## src/rtl/nzcv_flag_unit.sv

```systemverilog
// NZCV flag unit: single-entry pipeline register that evaluates ARM condition
// codes against the architectural flags and applies S-suffix flag updates.
module nzcv_flag_unit (
  input  logic        clk,
  input  logic        rst,
  input  logic        in_valid,
  output logic        in_ready,
  input  logic [31:0] in_result,
  input  logic        in_n,
  input  logic        in_z,
  input  logic        in_c,
  input  logic        in_v,
  input  logic        in_set_flags,
  input  logic        in_logic,
  input  logic [3:0]  in_cond,
  output logic        out_valid,
  input  logic        out_ready,
  output logic [31:0] out_result,
  output logic        out_cond_pass,
  output logic [3:0]  out_flags,
  output logic [3:0]  flags,
  input  logic        wr_flags_en,
  input  logic [3:0]  wr_flags
);

  typedef enum logic {EMPTY, FULL} state_t;

  typedef struct packed {
    logic [31:0] result;
    logic        cond_pass;
    logic [3:0]  flags;
  } entry_t;

  state_t     state;
  entry_t     entry_q;
  entry_t     entry_d;
  logic [3:0] flags_d;
  logic       cond_pass;
  logic       xfer;
  logic       upd;
  logic       f_n, f_z, f_c, f_v;

  assign {f_n, f_z, f_c, f_v} = flags;

  // Condition always sees the registered flags, which already include the
  // previous transfer's update, so back-to-back dependents need no bubble.
  always_comb begin
    cond_pass = 1'b1;
    case (in_cond)
      4'h0: cond_pass = f_z;
      4'h1: cond_pass = !f_z;
      4'h2: cond_pass = f_c;
      4'h3: cond_pass = !f_c;
      4'h4: cond_pass = f_n;
      4'h5: cond_pass = !f_n;
      4'h6: cond_pass = f_v;
      4'h7: cond_pass = !f_v;
      4'h8: cond_pass = f_c && !f_z;
      4'h9: cond_pass = !f_c || f_z;
      4'hA: cond_pass = (f_n == f_v);
      4'hB: cond_pass = (f_n != f_v);
      4'hC: cond_pass = !f_z && (f_n == f_v);
      4'hD: cond_pass = f_z || (f_n != f_v);
      default: cond_pass = 1'b1;
    endcase
  end

  assign in_ready = (state == EMPTY) || out_ready;
  assign xfer     = in_valid && in_ready;
  assign upd      = xfer && cond_pass && in_set_flags;

  // An instruction update beats a same-cycle direct write.
  always_comb begin
    flags_d = flags;
    if (upd)
      flags_d = {in_n, in_z, in_logic ? f_c : in_c, in_logic ? f_v : in_v};
    else if (wr_flags_en)
      flags_d = wr_flags;
  end

  always_comb begin
    entry_d           = '0;
    entry_d.result    = in_result;
    entry_d.cond_pass = cond_pass;
    entry_d.flags     = flags_d;
  end

  always_ff @(posedge clk) begin
    if (rst) begin
      state   <= EMPTY;
      flags   <= 4'b0000;
      entry_q <= '0;
    end else begin
      flags <= flags_d;
      case (state)
        EMPTY: begin
          if (xfer) begin
            state   <= FULL;
            entry_q <= entry_d;
          end
        end
        FULL: begin
          if (xfer)
            entry_q <= entry_d;
          else if (out_ready)
            state <= EMPTY;
        end
        default: state <= EMPTY;
      endcase
    end
  end

  assign out_valid     = (state == FULL);
  assign out_result    = entry_q.result;
  assign out_cond_pass = entry_q.cond_pass;
  assign out_flags     = entry_q.flags;

endmodule

```

## config.mk

```make
export PLATFORM = sky130hd
export DESIGN_NAME = nzcv_flag_unit
export DESIGN_NICKNAME = d
export VERILOG_FILES = /design/src/rtl/nzcv_flag_unit.sv
export SDC_FILE = /design/constraint.sdc
export NUM_CORES = 1
export LEC_CHECK = 0
export ABC_AREA = 1
export BUFFER_PORTS_ARGS = -buffer_cell sky130_fd_sc_hd__clkbuf_2
export CAP_MARGIN = 30
export CORE_MARGIN = 3
export CORE_UTILIZATION = 48
export CTS_CLUSTER_DIAMETER = 100
export DETAILED_ROUTE_END_ITERATION = 10
export GPL_ROUTABILITY_DRIVEN = 0
export PLACE_DENSITY_LB_ADDON = 0.1
export SYNTH_ARGS = -nofsm -noshare
export SYNTH_HDL_FRONTEND = slang
export SYNTH_SLANG_ARGS = --single-unit
```

## constraint.sdc

```tcl
create_clock -name clk -period 3.3 [get_ports clk]
set_input_delay 0.165 -clock clk [delete_from_list [all_inputs] [get_ports clk]]
set_output_delay 0.165 -clock clk [all_outputs]
set_load 0.02 [all_outputs]
```

Yosys cells after proc, flatten, opt, wreduce, memory -nomap -nowiden:

Index checks and enable logic that the tools add are counted.

* add/sub/neg operators: 0
* $mul: 0
* divide/modulo/power cells: 0
* $lt $le $gt $ge: 0
* equal/unequal tests: 15
* shift-type cells: 0
* multiplexer cells: 10
* bitwise operators: 1
* reductions and logical operators: 13

Operators with widths (number)
* $mux 37: 1
* $eq 4x4->1 const B: 6
* $eq 4x3->1 const B: 4
* $pmux 1 s14: 1
* $eq 4x2->1 const B: 2
* $mux 4: 2
* $logic_and 1x1->1: 5
* $mux 1: 5
* $eq 4x1->1 const B: 1
* $logic_not 1->1: 4
* $logic_not 4->1: 1
* $logic_or 1x1->1: 3
* $pmux 1 s2: 1
* $eq 1x1->1: 1
* $ne 1x1->1: 1
* $not 1->1: 1

* register bits after elaboration: 42
* bits in latches: 0
* memory bits (writable): 0
* memory bits (read-only): 0
* input port bits: 51
* output and inout bits: 43
* logic and storage cells: 44
* memories kept: 0

Logic depth before layout (Yosys ltp):

* depth after elaboration: 7
* mapped depth: 13
* gate-level depth less buffers: 13

Worst setup path after synthesis:

No wires, ideal clock.

* path kind: flip-flop to flip-flop
* start: reg state, in the netlist out_valid
* end: reg entry_q (netlist bit out_flags[2])
* library setup time: 0.109 ns
* data arrival time: 1.375 ns
* required time: 3.191 ns
* setup slack: 1.816 ns
* stages on the path, launching flop included: 9
* buffers on the path: 1
* clock period less this slack: 1.484 ns
* path through: dfxtp_1 -> nand2_1 -> nand2_1 -> inv_6 -> buf_2 -> nor2_1 -> nor2_1 -> nand2_1 -> inv_1

* longest elaborated chain between the ends: 7

RTL lines
* start: declaration: RTL line 34 `state_t state;`
* start signal: assignment: RTL line 90 `state <= EMPTY;`
* start signal: assignment: RTL line 98 `state <= FULL;`
* start signal: assignment: RTL line 106 `state <= EMPTY;`
* $not 1->1 (*)
* $logic_or 1x1->1 (*): RTL line 68 `assign in_ready = (state == EMPTY) || out_ready;`
* via in_ready: RTL line 7 `output logic in_ready,`
* $logic_and 1x1->1 (*): RTL line 69 `assign xfer = in_valid && in_ready;`
* $logic_and 1x1->1 (2 in a row): RTL line 70 `assign upd = xfer && cond_pass && in_set_flags;`
* $mux 4: RTL line 75 `if (upd)`
* $mux 37: RTL line 97, 103
* end signal: assignment: RTL line 99 `entry_q <= entry_d;`
* end signal: assignment: RTL line 104 `entry_q <= entry_d;`
* end: declaration: RTL line 35 `entry_t entry_q;`

Mark *: on every way through the listed nets, which the timed path passes. The rest lies on a longest branch. The select of a mux whose other input is x is not followed.
A chain may end at the register's enable or synchronous reset.

Worst setup path after layout:

* start: reg flags[0]
* end: reg entry_q (netlist bit out_flags[3])

* longest elaborated chain between the ends: 7
* elaborated cells on any way between the ends: 10
* classes of those cells: eq/ne: 2; mux: 3; reduce/logical: 5

RTL lines
* start: declaration: RTL line 21 `output logic [3:0] flags,`
* start signal: assignment: RTL line 94 `flags <= flags_d;`
* $ne 1x1->1 or $eq 1x1->1 (tied branches)
* $logic_or 1x1->1 or $logic_and 1x1->1 (tied branches): RTL line 63, 62
* $pmux 1 s14 (*): RTL line 49 `case (in_cond)`
* $logic_and 1x1->1 (*) (2 in a row): RTL line 70
* $mux 4 (*): RTL line 75
* $mux 37 (*): RTL line 97, 103

Mark *: on every way between the ends. The rest lies on a longest branch, timed or not. The select of a mux whose other input is x is not followed.

==> impl_metrics.ini <==
[power_and_ir_drop]
power_density_nw_per_um2 = 497
leakagePower_nw = 1.20
ir_drop_v = 0.000326
total_power_mw = 1.18

[setup_path]
max_stage_delay_ps = 400
arrival_ps = 1720
worstPathCellList = inv_1 -> nand2_1 -> nand3_1 -> a21oi_1 -> nor2_2 -> nand2_4 -> nand3_4 -> nand2_2 -> nand3_2 -> nand2_1 -> inv_1
required_ps = 3490
critical_path_class = reg -> reg
slowest_stage = dfxtp_1
critPathMaxFanout = 6
cp-end-kind = flop
worstSetupStartpointType = flop

[floorplanning]
core_area_um2 = 3470
die_h_um = 67.4
std_cell_rows = 21
boundaryPins = 94
initial_core_util = 0.521
die_area_um2 = 4540
die-width_um = 67.4

[clock_tree]
cts-root-buf = clkbuf_8
post_cts_buffers = 0
cts_tree = done
cts_max_level = 2
numCtsBuffers = 5
clk_latency_ps = 290
holdBufCountCts = 0
clk_path_buf_depth = 2
cts_resized = 0
clkSinkCount = 42
clkTransAtPathRegs_ps = 80

[timing]
min_period_ps = 1520
slew_headroom = 0.475
period_share = 0.462
finalHoldViolations = 0
grt_setup_unrepaired = false
setup_viol = 0
fmax_mhz = 656
fin_tns_setup_ps = 0
clock_skew_ps = 1.33
tightest_slew_ps = 788
report.final.slew_viol_count = 0

[drt]
drc = 0
antenna_left = 0
wl_per_cell_um = 11.2
drt-vias-per-instance = 4.86
drt-initial-drc-count = 165
vias = 1884
wirelength_mm = 4.35
firstDrtPassIters = 4

[final_layout]
fin_cells = 388
drive_above_1_share = 0.333
area_growth_syn_to_layout_pct = 31.1
nFillCells = 338
diodes = 0
post-route-util = 0.683
nNetsFinal = 392

[yosys]
yosysWarningCount = 0
synth_top_family_by_area = simple AND/OR/NAND/NOR gates
ys_seq_elements = 42
synth_cells = 252
synth_area_per_cell_um2 = 7.17
synth_top_area_share = 0.465
ys_types = 19
synth-compound-area-share = 0.133
synth-simple-area-share = 0.326
synth-seq-area-share = 0.465
synth_xor_area_frac = 0
synth_top_area_cell = dfxtp_1
syn-num-nets = 303
muxShareOfSynthArea = 0
synth_area_leaders = dfxtp_1 47%, nand2_1 20%, a21oi_1 12%, nor2_1 3.3%, inv_1 2.7%
netlist_area_um2 = 1810
synthAdderAreaFrac = 0

[global_route]
antenna_found_initial = 0
grt_max_degree = 47
grt_pass1_wl_mm = 6.97
grt_pass1_vias = 1625
track_usage = 0.203
grt_overflow = 0

[outcome]
status = finished, final reports clean

[place]
dp_hpwl_mm = 3.22
portBuffers = 93
dp.cells = 380

[run]
maxCapViolations = 0

[min_path]
hold_class = in -> reg
## cell families (layout without fill, tap and decap cells)
logic type,after synthesis,count (layout)
buf+inv,27,117
simple gates,135,135
flops,42,42
compound gates,48,48
## per-stage QoR
| stage | setup WS (ps) | hold slack (ps) | area [µm²] |
|---|---|---|---|
| 2_1_floorplan | 1820 | 296 | 1810 |
| 3_3_place_gp | 1820 | 398 | 2260 |
| 3_5_place_dp | 1770 | 402 | 2260 |
| 4_1_cts | 1760 | 86.2 | 2370 |
| 5_1_grt | 1600 | 91.8 | 2370 |
| 6_report | 1780 | 97.9 | 2370 |
## where the power goes
part | switching, mW | leakage [nW] | total (mW) | internal, mW
Sequential | 0.0192 | 0.346 | 0.558 | 0.539
Combinational | 0.142 | 0.801 | 0.223 | 0.0814
Clock | 0.168 | 0.0524 | 0.394 | 0.226
Total | 0.329 | 1.20 | 1.18 | 0.847
## sequential cells by signal (all words and copies together) (netlist names)
register,count
out_flags,4
out_valid,1
flags,4
out_cond_pass,1
out_result,32
## metal layers
metal / share of wire / global-route usage / vias to the layer above / wire length (µm)
li1: - / - / 983 / -
met1: 0.41 / 0.236 / 825 / 1780
met2: 0.50 / 0.352 / 70 / 2190
met3: 0.073 / 0.0616 / 6 / 317
met4: 0.013 / 0.0684 / 0 / 57
met5: 0 / 0 / - / 0
## worst max-delay path, delay by kind of cell, from the launching register on
family | cells | cell delay (ps)
AND/OR/NAND/NOR | 8 | 680
AO/OA/AOI/OAI | 1 | 200
flip-flops | 1 | 400
buffers and inverters | 2 | 150
## area by class of cell
cell class | instances | area, µm² | area share
Clock buffer | 7 | 76.3 | 0.0322
Clock inverter | 1 | 30.0 | 0.0127
Inverter | 15 | 61.3 | 0.0259
Tap cell | 46 | 57.6 | 0.0243
Timing Repair Buffer | 94 | 473 | 0.200
Sequential cell | 42 | 841 | 0.355
Multi-Input combinational cell | 183 | 830 | 0.350
## final timing paths
| path | from | to | slack (ps) | cells past startpoint |
|---|---|---|---|---|
| setup / recovery | flags[0]$_SDFF_PP0_ | out_flags[3]$_SDFFE_PP0P_ | 1780 | 11 |
| hold / removal | in_result[27] | out_result[27]$_SDFFE_PP0P_ | 100 | 3 |
| setup reg to reg | flags[0]$_SDFF_PP0_ | out_flags[3]$_SDFFE_PP0P_ | 1780 | 11 |
| hold reg to reg | out_result[15]$_SDFFE_PP0P_ | out_result[15]$_SDFFE_PP0P_ | 460 | 2 |
## cell usage after synthesis
| cell type | number |
|---|---|
| nand3_4 | 1 |
| nand4_1 | 4 |
| dlygate4sd1_1 | 2 |
| a21oi_1 | 44 |
| nor2_2 | 2 |
| dfxtp_1 | 42 |
| clkbuf_1 | 4 |
| nand2_1 | 94 |
| nand3_1 | 9 |
| buf_2 | 4 |
| nor2_1 | 16 |
| nand2_4 | 1 |
| nand3_2 | 4 |
| inv_6 | 1 |
| inv_2 | 1 |
| inv_1 | 13 |
| nand2_2 | 4 |
| buf_6 | 2 |
| o21ai_0 | 4 |
## cells in the final DEF (no fill, tap or decap), types with 5 or more instances in the layout
master | synthesis | final
nand2_1 | 94 | 94
clkbuf_2 | 0 | 93
a21oi_1 | 44 | 44
dfxtp_1 | 42 | 42
nor2_1 | 16 | 16
inv_1 | 13 | 13
nand3_1 | 9 | 9
clkbuf_8 | 0 | 5
Note: power is estimated with default switching activity, not from simulation.
